[src/rtl/aes_mask_ctrl.sv]
// Job sequencer for a single aes_mask core: accepts one job, issues init / N x next / finalize,
// captures the core result and holds it on a valid/ready output until taken.
module aes_mask_ctrl #(
    parameter int ROUNDS_128 = 10,
    parameter int ROUNDS_256 = 14
) (
    input  logic         clk,
    input  logic         reset,
    // Handshakes: a transfer happens on a rising edge where valid && ready; valid never waits on ready.
    input  logic         in_valid,
    output logic         in_ready,
    input  logic [127:0] in_key,
    input  logic         in_keylen,
    input  logic [127:0] in_block,
    input  logic         abort,
    output logic         out_valid,
    input  logic         out_ready,
    output logic [127:0] out_result,
    output logic         busy,
    output logic         mask_init,
    output logic         mask_next,
    output logic         mask_finalize,
    output logic [127:0] mask_key,
    output logic         mask_keylen,
    output logic [127:0] mask_block,
    input  logic [127:0] mask_result,
    output logic [2:0]   dbg_state
);

    typedef enum logic [2:0] {
        S_IDLE  = 3'd0,
        S_INIT  = 3'd1,
        S_ROUND = 3'd2,
        S_FINAL = 3'd3,
        S_CAPT  = 3'd4,
        S_DONE  = 3'd5
    } state_e;

    localparam logic [3:0] N128 = 4'(ROUNDS_128);
    localparam logic [3:0] N256 = 4'(ROUNDS_256);

    state_e       state_q;
    logic [3:0]   round_cnt_q;
    logic [3:0]   round_cnt_d;
    logic         in_ready_q;
    logic         out_valid_q;
    logic         busy_q;
    logic         init_q;
    logic         next_q;
    logic         fin_q;
    logic [127:0] out_result_q;
    logic [127:0] key_q;
    logic         keylen_q;
    logic [127:0] block_q;

    // Saturating decrement keeps the counter from wrapping if ROUND is ever entered at zero.
    assign round_cnt_d = (round_cnt_q != 4'd0) ? round_cnt_q - 4'd1 : 4'd0;

    always_ff @(posedge clk or posedge reset) begin
        if (reset) begin
            state_q      <= S_IDLE;
            round_cnt_q  <= 4'd0;
            in_ready_q   <= 1'b1;
            out_valid_q  <= 1'b0;
            busy_q       <= 1'b0;
            init_q       <= 1'b0;
            next_q       <= 1'b0;
            fin_q        <= 1'b0;
            out_result_q <= 128'd0;
            key_q        <= 128'd0;
            keylen_q     <= 1'b0;
            block_q      <= 128'd0;
        end else begin
            init_q <= 1'b0;
            next_q <= 1'b0;
            fin_q  <= 1'b0;
            case (state_q)
                S_IDLE: begin
                    if (in_valid) begin
                        key_q       <= in_key;
                        keylen_q    <= in_keylen;
                        block_q     <= in_block;
                        round_cnt_q <= in_keylen ? N256 : N128;
                        state_q     <= S_INIT;
                        init_q      <= 1'b1;
                        in_ready_q  <= 1'b0;
                        busy_q      <= 1'b1;
                    end
                end
                S_INIT, S_ROUND, S_FINAL, S_CAPT: begin
                    if (abort) begin
                        state_q     <= S_IDLE;
                        round_cnt_q <= 4'd0;
                        in_ready_q  <= 1'b1;
                        busy_q      <= 1'b0;
                    end else if (state_q == S_INIT) begin
                        state_q <= S_ROUND;
                        next_q  <= 1'b1;
                    end else if (state_q == S_ROUND) begin
                        round_cnt_q <= round_cnt_d;
                        if (round_cnt_q <= 4'd1) begin
                            state_q <= S_FINAL;
                            fin_q   <= 1'b1;
                        end else begin
                            next_q <= 1'b1;
                        end
                    end else if (state_q == S_FINAL) begin
                        state_q <= S_CAPT;
                    end else begin
                        out_result_q <= mask_result;
                        out_valid_q  <= 1'b1;
                        state_q      <= S_DONE;
                    end
                end
                S_DONE: begin
                    if (out_ready) begin
                        out_valid_q <= 1'b0;
                        in_ready_q  <= 1'b1;
                        busy_q      <= 1'b0;
                        state_q     <= S_IDLE;
                    end
                end
                default: begin
                    state_q    <= S_IDLE;
                    in_ready_q <= 1'b1;
                    busy_q     <= 1'b0;
                end
            endcase
        end
    end

    assign in_ready      = in_ready_q;
    assign out_valid     = out_valid_q;
    assign out_result    = out_result_q;
    assign busy          = busy_q;
    assign mask_init     = init_q;
    assign mask_next     = next_q;
    assign mask_finalize = fin_q;
    assign mask_key      = key_q;
    assign mask_keylen   = keylen_q;
    assign mask_block    = block_q;
    assign dbg_state     = state_q;

endmodule

[config.mk]
export PLATFORM = sky130hd
export DESIGN_NAME = aes_mask_ctrl
export DESIGN_NICKNAME = d
export VERILOG_FILES = /design/src/rtl/aes_mask_ctrl.sv
export SDC_FILE = /design/constraint.sdc
export NUM_CORES = 1
export LEC_CHECK = 0
export BUFFER_PORTS_ARGS = -buffer_cell sky130_fd_sc_hd__buf_2
export CAP_MARGIN = 20
export CORE_AREA = 2 2 304 306
export DETAILED_ROUTE_END_ITERATION = 10
export DIE_AREA = 0 0 306 308
export PLACE_DENSITY_LB_ADDON = 0.08
export SETUP_SLACK_MARGIN = 0.3
export SLEW_MARGIN = 20
export SYNTH_ARGS = -nofsm -noshare
export SYNTH_HDL_FRONTEND = slang
export SYNTH_SLANG_ARGS = --single-unit
[constraint.sdc]
create_clock -name clk -period 18.35 [get_ports clk]
set_input_delay 3.67 -clock clk [delete_from_list [all_inputs] [get_ports clk]]
set_output_delay 3.67 -clock clk [all_outputs]
set_load 0.01 [all_outputs]
=== Yosys cells after proc, flatten, opt, wreduce, memory -nomap -nowiden ===
Cells that the tools add are included.

* Register bits after elaboration: 398
* Input bits: 390
* Output and inout port bits: 394
* Word-level logic and storage cells: 84

* Add/subtract/negate cells: 1
* Magnitude comparators: 1
* Equality and inequality tests: 15
* Multiplexer cells: 40
* Bitwise operators: 4
* Reductions and logical operators: 11

{| class="wikitable"
|+ Operators with widths
! operator !! number
|-
| 2-to-1 mux 1 bit || 23
|-
| 2-to-1 mux 3 bit || 7
|-
| 2-to-1 mux 4 bit || 5
|-
| != test 2 bit (second input constant) || 7
|-
| case mux 3 bit (3 select lines) || 1
|-
| case mux 4 bit (2 select lines) || 1
|-
| == test 3 x 2 -> 1 bit (second input constant) || 2
|-
| == test 3 bit (second input constant) || 2
|-
| != test 3 bit (second input constant) || 2
|-
| case mux 1 bit (3 select lines) || 2
|-
| AND reduction 3 bit || 2
|-
| AND reduction 6 bit || 1
|-
| != test 5 bit (second input constant) || 1
|-
| AND reduction 5 bit || 1
|-
| less-or-equal comparator 4 x 1 -> 1 bit (second input constant) || 1
|-
| NOT 1 bit || 4
|-
| AND reduction 4 bit || 1
|-
| nonzero test 2 bit || 2
|-
| nonzero test 4 bit || 1
|-
| OR reduction 4 bit || 1
|-
| subtractor 4 x 1 -> 4 bit (second input constant) || 1
|-
| == test 3 x 1 -> 1 bit (second input constant) || 1
|-
| logical NOT 3 bit || 1
|-
| case mux 1 bit (2 select lines) || 1
|-
| AND reduction 2 bit || 1
|}

=== Depth between registers and ports, before layout ===
Gate-level depths: netlist of the first run.

* Depth after elaboration: 6
* Depth in mapped cells: 8
* Gate-level depth less buffers: 5

=== Worst setup path before layout of the first run ===
No wires, ideal clock.

* Path kind: input -> register
* From: input abort
* To: register out_result_q[100] (netlist: out_result[100])
* Library setup time: 128 ps
* Data arrival time: 4801 ps
* Required time: 18222 ps
* Path slack: 13421 ps
* Stages: 6
* Buffers on the path: 3
* Path through: buf_2 > nand2b_1 > nor3_2 > buf_2 > buf_4 > mux2_1

* Word-level cells in the longest chain between the ends: 2

{| class="wikitable"
|+ Ends and longest elaborated chain
! what !! line !! RTL
|-
| start, declared || 15 || <nowiki>input logic abort,</nowiki>
|-
| NOT 1 bit (no source line) || n/a ||
|-
| AND reduction 5 bit (no source line) || n/a ||
|-
| end signal, assigned || 110 || <nowiki>out_result_q <= mask_result;</nowiki>
|-
| end, declared || 51 || <nowiki>logic [127:0] out_result_q;</nowiki>
|}

Every way passes these cells.
A chain may end at the register's enable or synchronous reset.

=== Worst setup path in the final report of the first run ===
* From: input in_valid
* To: register key_q[14] (netlist: mask_key[14])

* Word-level cells in the longest chain between the ends: 1

{| class="wikitable"
|+ Ends and longest elaborated chain
! what !! line !! RTL
|-
| start, declared || 10 || <nowiki>input logic in_valid,</nowiki>
|-
| AND reduction 2 bit (no source line) || n/a ||
|-
| end signal, assigned || 80 || <nowiki>key_q <= in_key;</nowiki>
|-
| end, declared || 52 || <nowiki>logic [127:0] key_q;</nowiki>
|}

Every way passes these cells.

==> run_results.csv, run 1 <==
group,metric,value,unit
floorplanning,start_util,16.7,%
synth,ys_seq_area_share,65.5,%
routing,first_pass_iters,6,
routing,num_vias,12700,
cts,cts_made_buffers,51,
layout,nNetsFinal,2597,
outcome,status,"finished, final reports clean",
worst_setup_path,critPathMaxFanout,95,
worst_setup_path,cp_num_buf_inv,4,
routing,wl_per_cell,17.6,um
floorplanning,die_h,308,um
synth,syn_area,15200,um2
worst_setup_path,crit_slowest_cell,"buf_4",
synth,synth_seq_cells,398,
synth,syn_inst,1436,
routing,route.detailed.drc,0,
cts,post-cts-setup-buffers,0,
placed_design,port_buffers,783,
worst_setup_path,slowest_delay,0.85,ns
floorplanning,rows,111,
grt,grt_pass1_vias,13400,
layout,fin_area,21800,um2
synth,avgSynthCellArea,10.6,um2
worst_setup_path,cp.required,18.87,ns
floorplanning,dieWidth,306,um
worst_setup_path,r2r_slack,14.43,ns
synth,synth_top_area_cell,"dfrtp_1",
power_and_ir_drop,p_per_area,179,nW/um2
routing,drt_iter0_drc,494,
sta,layout_min_cycle_time,6.11,ns
sta,relSlewSlack,30.4,%
routing,via_per_inst,3.70,
layout,syn2layout_area_growth,43.5,%
grt,antenna_found_initial,21,
worst_setup_path,timing.rr.start,"dbg_state[0]",
sta,setup_tns,0,ns
layout,register_area,9960,um2
worst_setup_path,critical_path_class,"in2reg",
synth,synth_cell_types,36,
synth,ys.flop_type,"dfrtp_1",
sta,fmax,164,MHz
cts,clockBufferDepth,3,
worst_setup_path,worst_setup_path_start_kind,"input port",
cts,clkLatencyLatePin,0.59,ns
placed_design,dpl_cell_area,20200,um2
run,cap_violations,0,
layout,final_cells,3439,
layout,multi_input_area,4700,um2
routing,antenna_left,0,
grt,grt_pass1_wl,88.1,mm
worst_setup_path,r2r-end,"mask_key[14]",
floorplanning,die_area,94200,um2
worst_setup_path,crit_path_end_kind,"register",
power_and_ir_drop,vdd_drop_max,65.1,uV
sta,finalMaxSlewViolations,0,
cts,h-tree-depth,2,
cts,clk_pin_slew,0.06,ns
cts,cts_sinks,398,
power_and_ir_drop,total_power,3.90,mW
routing,drt_wl_total,60.4,mm
floorplanning,core,91000,um2
sta,tightest_slew,1.04,ns
worst_setup_path,worstPathArrival,6.62,ns
layout,nFillCells,10100,
worst_setup_path,critPathCapture,"mask_key[14]",
synth,synth_top_area_share,65.3,%
sta,rsz0062_at_grt,"no",
floorplanning,io_pins,784,
power_and_ir_drop,p_leak,12.1,nW
sta,clock-skew-final,0.0164,ns
sta,setup_viol_count_final,0,
layout,drive_gt1_share,39.3,%
placed_design,dp.cells,3340,
worst_setup_path,path_cells,"buf_2 -> nand2_4 -> inv_8 -> buf_4 -> buf_4 -> nand2_1 -> nand2_1",
worst_setup_path,path_depth,7,
cts,postCtsHoldBufs,0,
sta,fin_crit_sh,33.3,%
cts,cts_tree,"done",
synth,synth-edff-count,0,
placed_design,gp_congestion,0.776,
placed_design,hpwlAfterDp,44.3,mm
synth,yosys_warnings,0,
grt,grt_max_degree,132,
synth,ys_async_sr_fraction,100,%
cts,cts.repair.resized,0,
grt,grt_overflow_total,0,
grt,grt_usage,12.4,%
worst_setup_path,worstRegToRegCells,7,
cts,root_buffer,"clkbuf_16",
synth,syn-num-nets,1826,
worst_setup_path,crit_family,"buffers and inverters",
worst_setup_path,cp-startpoint,"in_valid",
synth,synthTopCellsByArea,"dfrtp_1, nand2_1, mux2_1",
hold_path,hold_path_class,"reg2reg",
sta,finalHoldViolCount,0,
-- state kept, by name (all words and copies together), names as in the netlist --
register	count
dbg_state	3
round_cnt_q	4
out_valid	1
in_ready	1
mask_keylen	1
out_result	128
mask_key	128
mask_init	1
mask_block	128
mask_finalize	1
mask_next	1
busy	1
-- cell type report --
type                    instances  area share, %
inverters                       7          0.189
repair buffers                794           18.4
flip-flops and latches        398           45.6
clock buffers                  82           6.89
well taps                    1186           6.80
clock inverters                 9          0.516
multi-input cells             955           21.5
diodes                          8         0.0917
-- synth_stat cells, types with 3 or more instances --
library cell	n
dfrtp_1	397
inv_1	5
buf_2	19
nand3_1	4
mux2_1	120
nor2_1	3
nand2_1	781
o21ai_0	6
buf_6	22
mux2_2	9
a21oi_1	3
nor3_1	3
clkbuf_1	18
buf_4	17
nand2b_1	3
-- where the power goes --
| part | switching [mW] | internal [mW] |
|---|---|---|
| registers | 0.209 | 1.29 |
| logic | 0.879 | 0.537 |
| clock network | 0.399 | 0.585 |
-- per-stage QoR --
step                      hold WS [ns]  worst slack, ns  utilization [%]
after floorplan                  0.479             3.61                -
after global placement           0.454            11.40             22.2
after detailed placement         0.456            11.38             22.2
after CTS                        0.471            12.02             24.0
after global routing             0.485            11.86             24.0
final                            0.466            12.24             24.0
-- worst min-delay path, cell delays in order (launching register included) --
cell and delay (ns):
dfrtp_1 0.33, nand2_1 0.05, nand2_1 0.05
-- per-layer routing --
layer / GRT usage, % / up-vias / part of all wire (%)
li1: - / 6037 / -
met1: 12.7 / 6120 / 35
met2: 22.8 / 463 / 53
met3: 4.99 / 100 / 9.0
met4: 3.78 / 20 / 2.5
met5: 0 / - / 0.23
-- cell families after synthesis --
logic type,after synthesis,synth area share [%]
and+or+nand+nor,805,20.2
DFF,398,65.5
muxes,129,9.55
AOI/OAI and AO/OA,20,0.962
xor gates and xnor gates,1,0.0576
buffers and inverters,83,3.71
-- worst min-delay path by stage --
stage                     from               to  slack, ns  depth (start not counted)
3_3_place_gp    mask_block[94]   mask_block[94]       0.45                          2
2_1_floorplan         in_ready         in_ready       0.48                          2
3_5_place_dp    mask_block[11]   mask_block[11]       0.46                          2
4_1_cts        mask_block[119]  mask_block[119]       0.47                          2
6_report         mask_key[118]    mask_key[118]       0.47                          2
5_1_grt         mask_block[44]   mask_block[44]       0.48                          2
-- cells in the final DEF, fill, tap and decap left out, types with 6 or more instances in the layout --
| cell | instances |
|---|---|
| mux2_2 | 9 |
| o21ai_0 | 6 |
| buf_4 | 10 |
| nand2_1 | 780 |
| mux2_1 | 120 |
| diode_2 | 8 |
| clkbuf_8 | 9 |
| dfrtp_1 | 397 |
| clkbuf_16 | 52 |
| buf_2 | 783 |
| clkbuf_1 | 21 |
Note: power is estimated with default switching activity, not from simulation.
==> run 2: changes to the inputs <==
==> constraint.sdc (replaced) <==
create_clock -name clk -period 6.2 [get_ports clk]
set_input_delay 1.24 -clock clk [delete_from_list [all_inputs] [get_ports clk]]
set_output_delay 1.24 -clock clk [all_outputs]
set_load 0.01 [all_outputs]
==> run_results.csv, run 2 (same netlist as run 1, synthesis figures left out) <==
group,metric,value,unit
cts,clockBufferDepth,3,
grt,grt_max_degree,147,
grt,grt_usage,12.2,%
floorplanning,io_pins,784,
grt,grt_pass1_vias,13200,
power_and_ir_drop,intPower,7.12,mW
worst_setup_path,worstPathArrival,3.69,ns
floorplanning,core,91000,um2
worst_setup_path,slowest_delay,0.68,ns
cts,root_buffer,"clkbuf_16",
hold_path,hp-start,"mask_block[125]",
layout,drive_gt1_share,39.4,%
run,cap_violations,0,
sta,layout_setup_ws,3.02,ns
routing,num_vias,12600,
floorplanning,die_area,94200,um2
sta,clock-skew-final,0.00942,ns
hold_path,hold_path_class,"reg2reg",
sta,fmax,315,MHz
cts,postCtsHoldBufs,0,
cts,clkLatencyLatePin,0.58,ns
power_and_ir_drop,power_switching,4.39,mW
cts,post-cts-setup-buffers,0,
cts,cts_made_buffers,53,
power_and_ir_drop,pwr-share-clk,25.0,%
floorplanning,die_h,308,um
worst_setup_path,critPathMaxFanout,115,
worst_setup_path,path_cells,"nor3_1 -> nand2_4 -> inv_8 -> buf_12 -> nand2_1 -> nand2_1",
placed_design,gp_congestion,0.768,
power_and_ir_drop,p_sw_share,38.1,%
power_and_ir_drop,power_frac_seq,38.7,%
routing,drt_wl_total,59.5,mm
power_and_ir_drop,p_leak,12.1,nW
worst_setup_path,r2r_slack,3.02,ns
sta,setup_viol_count_final,0,
power_and_ir_drop,p_per_area,527,nW/um2
routing,first_pass_iters,4,
placed_design,hpwlAfterDp,43.0,mm
worst_setup_path,worstRegToRegCells,6,
placed_design,dpl_cell_area,20200,um2
power_and_ir_drop,vdd_drop_max,241,uV
routing,route.detailed.drc,0,
routing,antenna_left,0,
worst_setup_path,critical_path_class,"reg2reg",
routing,wl_per_cell,17.3,um
worst_setup_path,cp_num_buf_inv,2,
floorplanning,rows,111,
worst_setup_path,cpMostUsedCell,"nand2_1",
sta,rsz0062_at_grt,"no",
placed_design,pre_cts_ws,2.41,ns
grt,antenna_found_initial,18,
cts,clk_pin_slew,0.06,ns
floorplanning,dieWidth,306,um
worst_setup_path,r2r-end,"mask_key[5]",
outcome,status,"finished, final reports clean",
routing,via_per_inst,3.67,
layout,fin_area,21800,um2
power_and_ir_drop,share_comb_of_total_power,36.3,%
cts,cts.repair.resized,0,
layout,syn2layout_area_growth,43.5,%
floorplanning,start_util,16.7,%
cts,cts_tree,"done",
sta,finalMaxSlewViolations,0,
routing,drt_iter0_drc,499,
grt,grt_overflow_total,0,
layout,finish.utilization,24.0,%
hold_path,hold-path-cell-count,2,
placed_design,port_buffers,783,
sta,fin_crit_sh,51.2,%
sta,tightest_slew,1.11,ns
power_and_ir_drop,total_power,11.5,mW
layout,mostFrequentLayoutCell,"buf_2",
worst_setup_path,crit_slowest_cell,"inv_8",
sta,layout_min_cycle_time,3.18,ns
worst_setup_path,crit_family,"buffers and inverters",
hold_path,hold_end,"mask_block[125]",
layout,nNetsFinal,2599,
cts,h-tree-depth,2,
cts,cts_sinks,398,
sta,relSlewSlack,26.1,%
worst_setup_path,timing.rr.start,"dbg_state[1]",
layout,layout_common_cells,"buf_2, nand2_1, dfrtp_1",
worst_setup_path,crit_path_end_kind,"register",
grt,grt_pass1_wl,87.6,mm
worst_setup_path,worst_setup_path_start_kind,"register",
sta,finalHoldViolCount,0,
worst_setup_path,cp.required,6.72,ns
run 2: cell types whose count changed in the layout (fill, tap and decap cells not counted), moves of 3 or more:
| cell | delta |
|---|---|
| buf_12 | +3 |
| buf_4 | -3 |
| clkbuf_1 | -3 |
| clkinv_2 | +3 |
| diode_2 | -3 |
run 2: routing by layer:
layer	vias up	share of wire [%]	global-route usage [%]
met5	-	0.25	0
met4	22	2.6	3.63
met3	95	9.3	5.08
met2	480	52	22.1
met1	5979	36	12.9
li1	6032	-	-
run 2: worst reg2reg max path, stage by stage, from the launching register on:
cell,delay (ns)
dfrtp_1,0.56
nor3_1,0.39
nand2_4,0.52
inv_8,0.70
buf_12,0.68
nand2_1,0.19
nand2_1,0.07
run 2: layout make-up:
| type | instances | area, um2 |
|---|---|---|
| Multi-Input combinational cell | 955 | 4700 |
| Clock buffer | 79 | 1500 |
| Timing Repair Buffer | 794 | 4050 |
| Clock inverter | 10 | 81.3 |
| Antenna cell | 5 | 12.5 |
| Fill cell | 10000 | 69100 |
| Sequential cell | 398 | 9960 |
| Tap cell | 1186 | 1480 |
| Inverter | 7 | 37.5 |
run 2: how the worst max path moves through the flow:
| stage | slack [ns] | endpoint | cells past startpoint | start |
|---|---|---|---|---|
| finish | 3.02 | mask_key[5] | 6 | dbg_state[1] |
| floorplan | -0.40 | busy | 1 | reset |
| detailed placement | 2.41 | mask_key[67] | 6 | in_valid |
| CTS | 2.76 | mask_key[30] | 6 | dbg_state[1] |
| global route | 2.64 | mask_key[27] | 6 | dbg_state[1] |
| global placement | 2.44 | mask_key[1] | 6 | in_valid |
run 2: stage by stage:
stage | instances | hold WS, ns | TNS, ns
final | 3434 | 0.465 | 0
after global routing | 3434 | 0.486 | 0
after CTS | 3429 | 0.471 | 0
after detailed placement | 3340 | 0.456 | 0
after global placement | 3340 | 0.454 | 0
after floorplan | 1436 | 0.479 | -157.60
run 2: power by group through the flow:
| stage | clock (mW) | combinational, mW | sequential (mW) |
|---|---|---|---|
| 2_1_floorplan | 0 | 1.71 | 5.03 |
| 3_3_place_gp | 0 | 4.34 | 4.48 |
| 3_5_place_dp | 0 | 4.36 | 4.48 |
| 4_1_cts | 3.02 | 4.35 | 4.47 |
| 5_1_grt | 3.13 | 4.70 | 4.63 |
| 6_report | 2.87 | 4.18 | 4.45 |
==> run 3: changes to the inputs <==
==> constraint.sdc (replaced) <==
create_clock -name clk -period 2.75 [get_ports clk]
set_input_delay 0.55 -clock clk [delete_from_list [all_inputs] [get_ports clk]]
set_output_delay 0.55 -clock clk [all_outputs]
set_load 0.01 [all_outputs]
==> run_results.csv, run 3 (same netlist as run 1, synthesis figures left out) <==
group,metric,value,unit
cts,cts_sinks,398,
sta,finalMaxSlewViolations,0,
worst_setup_path,cp-startpoint,"dbg_state[1]",
routing,route.detailed.drc,0,
routing,wl_per_cell,17.3,um
routing,antenna_left,0,
layout,syn2layout_area_growth,45.8,%
sta,fmax,535,MHz
sta,fin_crit_sh,68.0,%
power_and_ir_drop,total_power,26.3,mW
worst_setup_path,slowest_delay,0.34,ns
sta,rsz0062_at_grt,"no",
sta,setup_viol_count_final,0,
grt,grt_overflow_total,0,
hold_path,hold_path_class,"in2reg",
grt,grt_usage,12.2,%
cts,clk_pin_slew,0.06,ns
sta,clock-skew-final,0.00894,ns
layout,mostFrequentLayoutCell,"buf_2",
worst_setup_path,worst_setup_path_start_kind,"register",
routing,drt_iter0_drc,459,
cts,post-cts-setup-buffers,0,
placed_design,port_buffers,783,
power_and_ir_drop,p_per_area,1180,nW/um2
cts,postCtsHoldBufs,0,
worst_setup_path,critPathMaxFanout,10,
outcome,status,"finished, final reports clean",
grt,antenna_found_initial,16,
floorplanning,die_area,94200,um2
placed_design,hpwlAfterDp,44.8,mm
worst_setup_path,crit_path_end_kind,"primary output",
run,cap_violations,0,
sta,setup_tns,0,ns
floorplanning,start_util,16.7,%
sta,layout_min_cycle_time,1.87,ns
worst_setup_path,critPathCapture,"dbg_state[1]",
worst_setup_path,worstPathArrival,1.32,ns
sta,tightest_slew,0.855,ns
grt,grt_pass1_vias,13200,
routing,via_per_inst,3.65,
layout,nFillCells,9962,
grt,grt_max_degree,146,
cts,cts_made_buffers,51,
sta,holdWs,0.145,ns
worst_setup_path,cp_num_buf_inv,2,
cts,clockBufferDepth,3,
worst_setup_path,critical_path_class,"reg2out",
cts,root_buffer,"clkbuf_16",
worst_setup_path,crit_slowest_cell,"dfrtp_1",
worst_setup_path,path_depth,2,
cts,cts.repair.resized,0,
floorplanning,rows,111,
routing,drt_wl_total,59.9,mm
routing,num_vias,12600,
cts,clkLatencyLatePin,0.60,ns
layout,drive_gt1_share,39.9,%
power_and_ir_drop,vdd_drop_max,791,uV
placed_design,gp_congestion,0.764,
sta,relSlewSlack,43.0,%
cts,cts_tree,"done",
floorplanning,core,91000,um2
worst_setup_path,path_cells,"buf_4 -> buf_2",
grt,grt_pass1_wl,86.8,mm
floorplanning,die_h,308,um
floorplanning,dieWidth,306,um
layout,nNetsFinal,2621,
worst_setup_path,r2r-end,"out_result[86]",
floorplanning,io_pins,784,
worst_setup_path,timing.rr.start,"dbg_state[2]",
worst_setup_path,worstRegToRegCells,5,
routing,first_pass_iters,5,
layout,layout_common_cells,"buf_2, nand2_1, dfrtp_1",
power_and_ir_drop,p_leak,12.3,nW
worst_setup_path,cp.required,2.20,ns
worst_setup_path,r2r_slack,0.88,ns
sta,finalHoldViolCount,0,
cts,h-tree-depth,2,
worst_setup_path,crit_family,"buffers and inverters",
==> run 3: through the flow <==
step | std cells | utilization (%) | cell area [um2] | setup slack (ns)
after CTS | 3455 | 24.4 | 22200 | 0.804
after global routing | 3460 | 24.4 | 22200 | 0.755
after detailed placement | 3364 | 22.6 | 20600 | 0.607
after floorplan | 1436 | - | 15200 | -3.16
final | 3462 | 24.4 | 22200 | 0.880
after global placement | 3364 | 22.6 | 20600 | 0.648
==> run 3: layout make-up <==
class | instances | area (um2) | share of cell area [%]
diodes | 7 | 17.5 | 0.0790
multi-input cells | 955 | 4700 | 21.2
repair buffers | 818 | 4370 | 19.7
flip-flops and latches | 398 | 9960 | 44.9
inverters | 7 | 37.5 | 0.169
clock inverters | 6 | 55.1 | 0.248
well taps | 1186 | 1480 | 6.69
clock buffers | 85 | 1560 | 7.02
==> run 3: worst min path at each step <==
| stage | startpoint | end | slack [ns] | cells after the start |
|---|---|---|---|---|
| 2_1_floorplan | in_ready | in_ready | 0.48 | 2 |
| 3_3_place_gp | mask_block[11] | mask_block[11] | 0.45 | 2 |
| 3_5_place_dp | mask_block[14] | mask_block[14] | 0.46 | 2 |
| 4_1_cts | in_key[121] | mask_key[121] | 0.08 | 3 |
| 5_1_grt | in_key[26] | mask_key[26] | 0.11 | 3 |
| 6_report | in_key[32] | mask_key[32] | 0.15 | 3 |
==> run 3: worst min-delay path: stages <==
cell and delay (ns):
buf_2 0.07, nand2_1 0.04, nand2_1 0.04
==> run 3: layer usage <==
metal | vias to the layer above | share of wire, % | GRT usage (%)
li1 | 6101 | - | -
met1 | 5959 | 37 | 12.7
met2 | 455 | 52 | 22.2
met3 | 92 | 9.0 | 4.99
met4 | 16 | 2.4 | 3.79
met5 | - | 0.16 | 0
==> run 3: report_power, final <==
| part | switching (mW) | total (mW) | internal, mW |
|---|---|---|---|
| clock network | 2.65 | 6.56 | 3.91 |
| logic | 5.94 | 9.72 | 3.78 |
| registers | 1.36 | 9.98 | 8.62 |
| total | 9.95 | 26.3 | 16.3 |
